$ cat config.mk
export PLATFORM = sky130hd
export DESIGN_NAME = eth_pcs_rx_ber_monitor_flat
export DESIGN_NICKNAME = d
export VERILOG_FILES = /design/src/rtl/eth_pcs_rx_ber_monitor_if.sv /design/src/rtl/eth_pcs_rx_ber_monitor.sv /design/src/flat_wrapper.sv
export SDC_FILE = /design/constraint.sdc
export NUM_CORES = 1
export LEC_CHECK = 0
export CORE_MARGIN = 5
export CORE_UTILIZATION = 55
export CTS_CLUSTER_SIZE = 10
export DETAILED_ROUTE_END_ITERATION = 8
export GPL_ROUTABILITY_DRIVEN = 0
export GPL_TIMING_DRIVEN = 0
export PLACE_DENSITY = 0.76
export SLEW_MARGIN = 20
export SYNTH_ARGS = -nofsm -noshare
export SYNTH_HDL_FRONTEND = slang
export SYNTH_SLANG_ARGS = --single-unit
$ cat constraint.sdc
create_clock -name i_clk -period 6.49 [get_ports i_clk]
set_input_delay 1.298 -clock i_clk [delete_from_list [all_inputs] [get_ports i_clk]]
set_output_delay 1.298 -clock i_clk [all_outputs]
set_load 0.02 [all_outputs]
$ cat src/rtl/eth_pcs_rx_ber_monitor_if.sv
// Bus between the RX gearbox/block-sync side and the high-BER monitor.
// Optional statistics signals exist only when ETH_PCS_RX_BER_STATS_EN is defined.
interface eth_pcs_rx_ber_monitor_if #(
  parameter int W_SYNC = 2
);
  logic              i_rx_lock;
  logic              i_hdr_valid;
  logic [W_SYNC-1:0] i_hdr;
  logic              o_hi_ber;
  logic              o_rx_status;
  logic              o_win_active;
`ifdef ETH_PCS_RX_BER_STATS_EN
  logic              i_stat_clr;
  logic [21:0]       o_ber_errs;

  modport master (
    output i_rx_lock, i_hdr_valid, i_hdr, i_stat_clr,
    input  o_hi_ber, o_rx_status, o_win_active, o_ber_errs
  );
  modport slave (
    input  i_rx_lock, i_hdr_valid, i_hdr, i_stat_clr,
    output o_hi_ber, o_rx_status, o_win_active, o_ber_errs
  );
`else
  modport master (
    output i_rx_lock, i_hdr_valid, i_hdr,
    input  o_hi_ber, o_rx_status, o_win_active
  );
  modport slave (
    input  i_rx_lock, i_hdr_valid, i_hdr,
    output o_hi_ber, o_rx_status, o_win_active
  );
`endif
endinterface

$ cat src/rtl/eth_pcs_rx_ber_monitor.sv
// 10GBASE-R high-BER monitor: counts invalid sync headers per timer window.
// Optional ETH_PCS_RX_BER_STATS_EN adds a saturating invalid-header counter.
module eth_pcs_rx_ber_monitor #(
  parameter int W_SYNC       = 2,
  parameter int TIMER_CYCLES = 40283,
  parameter int BER_THRESH   = 16,
  parameter int W_BER_CNT    = 6
) (
  input  logic                      i_clk,
  input  logic                      i_reset_n,
  eth_pcs_rx_ber_monitor_if.slave   bus,
  output logic [1:0]                o_dbg_state
);

  typedef enum logic [1:0] {
    ST_INIT   = 2'd0,
    ST_TEST   = 2'd1,
    ST_HI_BER = 2'd2
  } state_t;

  localparam int W_TMR = (TIMER_CYCLES > 2) ? $clog2(TIMER_CYCLES) : 1;
  localparam logic [W_TMR-1:0]     TMR_LOAD = W_TMR'(TIMER_CYCLES - 1);
  localparam logic [W_BER_CNT-1:0] THRESH   = W_BER_CNT'(BER_THRESH);

  state_t               state_q, state_d;
  logic [W_TMR-1:0]     timer_q, timer_d;
  logic [W_BER_CNT-1:0] cnt_q, cnt_d;
  logic                 hi_ber_q, hi_ber_d;

  logic                 hdr_bad;
  logic [W_BER_CNT-1:0] cnt_inc;
  logic                 tmr_zero;
  logic [W_TMR-1:0]     tmr_next;

  assign hdr_bad  = bus.i_hdr_valid &&
                    ((bus.i_hdr == {W_SYNC{1'b0}}) || (bus.i_hdr == {W_SYNC{1'b1}}));
  assign cnt_inc  = (hdr_bad && (cnt_q != {W_BER_CNT{1'b1}})) ? cnt_q + 1'b1 : cnt_q;
  assign tmr_zero = (timer_q == '0);
  assign tmr_next = tmr_zero ? TMR_LOAD : timer_q - 1'b1;

  always_comb begin
    state_d  = state_q;
    timer_d  = timer_q;
    cnt_d    = cnt_q;
    hi_ber_d = hi_ber_q;
    if (!bus.i_rx_lock) begin
      state_d  = ST_INIT;
      timer_d  = '0;
      cnt_d    = '0;
      hi_ber_d = 1'b0;
    end else begin
      case (state_q)
        ST_INIT: begin
          hi_ber_d = 1'b0;
          cnt_d    = '0;
          timer_d  = TMR_LOAD;
          state_d  = ST_TEST;
        end
        ST_TEST: begin
          timer_d = tmr_next;
          if (hdr_bad && (cnt_inc == THRESH)) begin
            hi_ber_d = 1'b1;
            state_d  = ST_HI_BER;
            // Threshold on the window's last cycle starts a fresh, empty window.
            cnt_d    = tmr_zero ? '0 : cnt_inc;
          end else if (tmr_zero) begin
            hi_ber_d = 1'b0;
            cnt_d    = '0;
          end else begin
            cnt_d    = cnt_inc;
          end
        end
        ST_HI_BER: begin
          timer_d = tmr_next;
          if (tmr_zero) begin
            // Still at threshold means this is the window that tripped; a
            // window that began in HI_BER ends clean and releases hi_ber.
            hi_ber_d = (cnt_q >= THRESH);
            cnt_d    = '0;
            state_d  = ST_TEST;
          end
        end
        default: begin
          state_d  = ST_INIT;
          timer_d  = '0;
          cnt_d    = '0;
          hi_ber_d = 1'b0;
        end
      endcase
    end
  end

  always_ff @(posedge i_clk or negedge i_reset_n) begin
    if (!i_reset_n) begin
      state_q  <= ST_INIT;
      timer_q  <= '0;
      cnt_q    <= '0;
      hi_ber_q <= 1'b0;
    end else begin
      state_q  <= state_d;
      timer_q  <= timer_d;
      cnt_q    <= cnt_d;
      hi_ber_q <= hi_ber_d;
    end
  end

  assign bus.o_hi_ber     = hi_ber_q;
  assign bus.o_rx_status  = bus.i_rx_lock & ~hi_ber_q;
  assign bus.o_win_active = (state_q == ST_TEST) || (state_q == ST_HI_BER);
  assign o_dbg_state      = state_q;

`ifdef ETH_PCS_RX_BER_STATS_EN
  logic [21:0] errs_q, errs_d;

  always_comb begin
    errs_d = errs_q;
    if (bus.i_stat_clr) begin
      errs_d = '0;
    end else if (bus.i_rx_lock && hdr_bad && (errs_q != {22{1'b1}})) begin
      errs_d = errs_q + 1'b1;
    end
  end

  always_ff @(posedge i_clk or negedge i_reset_n) begin
    if (!i_reset_n) begin
      errs_q <= '0;
    end else begin
      errs_q <= errs_d;
    end
  end

  assign bus.o_ber_errs = errs_q;
`endif

endmodule

$ cat src/flat_wrapper.sv
// flat-port wrapper written by rule: the top's interface ports become plain ports
module eth_pcs_rx_ber_monitor_flat 
#(
  parameter int W_SYNC       = 2,
  parameter int TIMER_CYCLES = 40283,
  parameter int BER_THRESH   = 16,
  parameter int W_BER_CNT    = 6
)
  (i_clk, i_reset_n, o_dbg_state, bus_i_rx_lock, bus_i_hdr_valid, bus_i_hdr, bus_o_hi_ber, bus_o_rx_status, bus_o_win_active);
  eth_pcs_rx_ber_monitor_if #(.W_SYNC(W_SYNC)) bus_i ();
  input  logic i_clk;
  input  logic i_reset_n;
  output logic [1:0] o_dbg_state;
  input wire logic [$bits(bus_i.i_rx_lock)-1:0] bus_i_rx_lock;
  input wire logic [$bits(bus_i.i_hdr_valid)-1:0] bus_i_hdr_valid;
  input wire logic [$bits(bus_i.i_hdr)-1:0] bus_i_hdr;
  output wire logic [$bits(bus_i.o_hi_ber)-1:0] bus_o_hi_ber;
  output wire logic [$bits(bus_i.o_rx_status)-1:0] bus_o_rx_status;
  output wire logic [$bits(bus_i.o_win_active)-1:0] bus_o_win_active;
  assign bus_i.i_rx_lock = bus_i_rx_lock;
  assign bus_i.i_hdr_valid = bus_i_hdr_valid;
  assign bus_i.i_hdr = bus_i_hdr;
  assign bus_o_hi_ber = bus_i.o_hi_ber;
  assign bus_o_rx_status = bus_i.o_rx_status;
  assign bus_o_win_active = bus_i.o_win_active;
  eth_pcs_rx_ber_monitor #(.W_SYNC(W_SYNC), .TIMER_CYCLES(TIMER_CYCLES), .BER_THRESH(BER_THRESH), .W_BER_CNT(W_BER_CNT)) u_core (.i_clk(i_clk), .i_reset_n(i_reset_n), .bus(bus_i), .o_dbg_state(o_dbg_state));
endmodule
# --- Yosys cells after proc, flatten, opt, wreduce, memory -nomap -nowiden ---
# Index checks and enable logic that the tools add are counted.
totals:
  register_bits: 25
  word_cells: 45
  output_inout_bits: 5
classes:
  n_addsub: 2
  n_mux: 17
  eq_ne: 8
  reduce_logical: 11
  order_cmp: 1
  bitwise_logic: 2
ops:
  columns: ["cell", "count"]
  rows:
  - ["$mux 16", 2]
  - ["$pmux 16 s2", 1]
  - ["$mux 6", 4]
  - ["$logic_not 16->1", 1]
  - ["$sub 16x1->16 const B", 1]
  - ["$pmux 6 s2", 1]
  - ["$add 6x1->6 const B", 1]
  - ["$eq 6x5->1 const B", 1]
  - ["$ge 6x5->1 const B", 1]
  - ["$mux 2", 3]
  - ["$ne 3x2->1 const B", 2]
  - ["$ne 6x6->1 const B", 1]
  - ["$pmux 2 s3", 1]
  - ["$eq 2x2->1 const B", 2]
  - ["$logic_not 2->1", 2]
  - ["$mux 1", 4]
  - ["$ne 4x2->1 const B", 1]
  - ["$reduce_and 2->1", 2]
  - ["$logic_and 1x1->1", 3]
  - ["$eq 2x1->1 const B", 1]
  - ["$logic_or 1x1->1", 2]
  - ["$pmux 1 s2", 1]
  - ["$reduce_or 2->1", 1]
  - ["$and 1x1->1", 1]
  - ["$not 1->1", 1]

# --- Longest topological paths before layout ---
depth:
  word_depth: 10
  depth_mapped: 8
  depth_no_buf: 8

# --- Worst setup path after synthesis ---
# No wires, ideal clock.
synth_timing:
  path_kind: "input -> output"
  start: "input port bus_i_rx_lock"
  end: "output port bus_o_rx_status"
  arrival_ps: 1625
  required_ps: 5192
  stages: 1
  path_buffers: 0
  setup_slack_ps: 3567
  path_cell_list: "nor2b_1"
synth_via:
  elab_chain_cells: 1
synth_lines:
  columns: ["element", "line", "rtl"]
  rows:
  - ["start: declaration", "flat_wrapper.sv:14", "input wire logic [$bits(bus_i.i_rx_lock)-1:0] bus_i_rx_lock;"]
  - ["$and 1x1->1", "eth_pcs_rx_ber_monitor.sv:108", "assign bus.o_rx_status = bus.i_rx_lock & ~hi_ber_q;"]
  - ["end: declaration", "flat_wrapper.sv:18", "output wire logic [$bits(bus_i.o_rx_status)-1:0] bus_o_rx_status;"]
# Every way passes these cells.

# --- Final worst setup path ---
# Same ends and word-level chain as after synthesis.

==> metrics.md <==
| Metric | Value |
|---|---|
| Status | `completed` |
| Post-CTS Setup Inserts | `0` |
| Die Y | `62.0 um` |
| Clk root buf | `clkbuf_4` |
| TritonCTS sink count | `25` |
| Ports | `11` |
| CTS tree | `done` |
| Net Count, Synth | `169` |
| Setup crit start kind | `input port` |
| Hold buffers post-CTS | `0` |
| Slowest CP cell | `clkdlybuf4s50_1` |
| Crit path capture type | `primary output` |
| Routed wire length per instance | `14.8 um` |
| Lkg Pwr | `0.000716 uW` |
| Initial antenna violation count | `0` |
| Most used cell, CP | `clkdlybuf4s50_1` |
| Die area | `3840 sq um` |
| Clk_skew | `0.0123 ns` |
| Sequential share of the synthesized area | `42.1%` |
| Dpl cell area | `1620 sq um` |
| Synth unique cells | `40` |
| Die W | `62.0 um` |
| Final hold vios | `0` |
| R2R Path Start | `u_core.timer_q[10]` |
| Post-CTS Resized | `0` |
| Worst-margin pin slew | `0.547 ns` |
| Final period util | `61.1%` |
| Crit path cell chain | `clkdlybuf4s50_1 > nor2b_1 > clkdlybuf4s50_1` |
| Worst Path Max Fanout | `5` |
| Clock Latency Late Sink | `0.33 ns` |
| Share of layout cells above drive strength 1 | `8.19%` |
| Drt first pass iters | `4` |
| Synth Cell Area | `1490 sq um` |
| Max-cap violation count | `0` |
| Via count of the first global-routing pass | `1217` |
| # diodes | `0` |
| Worst Hold Launch | `u_core.timer_q[0]` |
| Min Tclk post-route | `3.96 ns` |
| Gr usage total | `18.6%` |
| Max VDD drop | `0.156 mV` |
| Pin count of the biggest net entering global routing | `26` |
| DRC | `0` |
| Post-route setup TNS | `0 ns` |
| Gr ovfl total | `0` |
| Number of CTS-inserted buffers | `3` |
| Routed vias/inst | `5.99` |
| Initial Util | `58.9%` |
| DR vias | `1204` |
| Post-route cell area | `1650 sq um` |
| Drt total wl | `2970 um` |
| Max Fclk | `252 MHz` |
| Final setup fails | `0` |
| First-pass GRT wire length | `5200 um` |
| Critical Setup Path Class | `input port to primary output` |
| Final ANT Viol Nets | `0` |
| Clock transition at path regs | `0.13 ns` |
| CORE AREA | `2520 sq um` |
| Clock Path Buffers | `2` |
| PwrDens | `215 nW/um^2` |
| Slew Limit Fails | `0` |
| PortBufs | `10` |
| Cells after Synth | `157` |
| Post-DP HPWL | `2180 um` |
| Worst setup path startpoint | `bus_i_rx_lock` |
| CTS H-Tree Depth | `1` |
| Avg Inst Size Synth | `9.46 sq um` |
| Flops & latches, synth | `25` |
| Synthesis-to-finish area growth | `10.8%` |
| WP data arrival | `2.66 ns` |
| Final nets | `184` |
| Relative slew slack | `63.5%` |
| RSZ-0062 raised after global routing | `false` |
| Crit-path max cell delay | `0.61 ns` |
| Row count | `18` |
| Required time of the critical path | `5.19 ns` |
| Initial detailed-routing violation count | `50` |
| Hold Crit Class | `register to register` |
| Synth Warn # | `0` |
==> critical path, delay by kind of cell <==
kind | cells | cell delay, ns
buf+inv | 2 | 1.20
simple gates | 1 | 0.17
==> path summary, 6_finish.rpt <==
path	to	slack (ns)	cells past startpoint
worst max-delay path	bus_o_rx_status	2.53	3
worst min-delay path	u_core.timer_q[0]	0.49	1
worst max register to register	u_core.bus.o_hi_ber	3.92	6
worst min register to register	u_core.timer_q[0]	0.49	1
max in group asynchronous	u_core.cnt_q[1]	5.19	1
min in group asynchronous	u_core.timer_q[14]	0.92	1
==> state kept, by name, summed over array words and instances, names as in the netlist <==
register             cells
u_core.o_dbg_state       2
u_core.bus.o_hi_ber      1
u_core.timer_q          16
u_core.cnt_q             6
==> cell usage after synthesis (all sizes together) <==
cell	count	area, sq um
a2111oi	1	8.76
a21o	3	22.5
a21oi	8	40.0
a22o	1	8.76
a311oi	1	8.76
a31oi	4	25.0
a41oi	1	8.76
and2b	1	7.51
and3	3	18.8
buf	1	3.75
clkbuf	4	15.0
dfrtp	25	626
ha	6	75.1
inv	7	26.3
mux2	2	26.3
mux2i	1	10.0
nand2	8	30.0
nand3	2	10.0
nand3b	3	35.0
nand4	4	25.0
nor2	16	60.1
nor2b	5	31.3
nor3	7	46.3
nor3b	1	7.51
nor4	2	12.5
o21a	2	15.0
o21ai	14	70.1
o22ai	1	6.26
o31ai	2	28.8
or2	2	12.5
or3	2	12.5
or4	4	37.5
xnor2	8	70.1
xor2	5	43.8
==> stage by stage <==
| step | utilization (%) | hold slack (ns) | std cells | total power (uW) | setup WS, ns |
|---|---|---|---|---|---|
| 6_report | 65.2 | 0.487 | 201 | 354 | 2.53 |
| 5_1_grt | 65.2 | 0.524 | 201 | 377 | 2.49 |
| 3_5_place_dp | 64.3 | 0.471 | 197 | 285 | 2.53 |
| 4_1_cts | 65.4 | 0.490 | 201 | 356 | 2.52 |
| 3_3_place_gp | 64.3 | 0.471 | 197 | 280 | 2.53 |
| 2_1_floorplan | - | 0.443 | 157 | 257 | 3.57 |
==> cells in the final DEF, fill, tap and decap left out, types with 2 or more instances in the layout <==
cell and instances:
o21a_1 2, dfrtp_1 25, nor2_1 16, nand3b_1 2, nor4_1 2, nor2b_1 5
clkbuf_4 3, o21ai_1 2, clkdlybuf4s50_1 9, a21o_1 3, or4_4 2, o21ai_0 12
ha_1 6, xor2_1 5, a31oi_1 4, nand4_1 4, xnor2_1 8, or3_1 2
or2_2 2, or4_1 2, a21oi_1 8, nand2_1 8, and3_1 3, nand3_1 2
nor3_1 6, inv_1 7, clkbuf_1 4
==> cells by family (layout without fill, tap and decap cells) <==
kind of cell | Yosys count | in the layout | share of synthesized area (%)
adder cells (fa/ha/maj) | 6 | 6 | 5.05
AND/OR/NAND/NOR | 60 | 60 | 23.3
AO/OA/AOI/OAI | 38 | 38 | 16.3
buffers and inverters | 12 | 26 | 3.03
flip-flops | 25 | 25 | 42.1
multiplexers | 3 | 3 | 2.44
XOR/XNOR | 13 | 13 | 7.67
==> metal layers <==
layer | track usage [%] | up-vias | wire [um]
met5 | 0 | - | 0
met4 | 9.09 | 0 | 59
met3 | 1.86 | 5 | 90
met2 | 34.6 | 16 | 1510
met1 | 20.8 | 594 | 1310
li1 | - | 589 | -
==> report_power, final <==
| part | leakage, uW | internal [uW] | switching, uW |
|---|---|---|---|
| Clock | 0.0000177 | 23.2 | 49.3 |
| Combinational | 0.000367 | 42.3 | 55.4 |
| Sequential | 0.000331 | 170 | 14.4 |
| Total | 0.000716 | 235 | 119 |
==> layout make-up <==
class	instances	area, sq um
clock inverters	1	5.00
multi-input cells	120	815
plain buffers	5	18.8
well taps	30	37.5
clock buffers	3	22.5
flip-flops and latches	25	626
fillers	212	877
inverters	7	26.3
repair buffers	10	95.1
No activity file was read; power rests on OpenSTA's default activity.
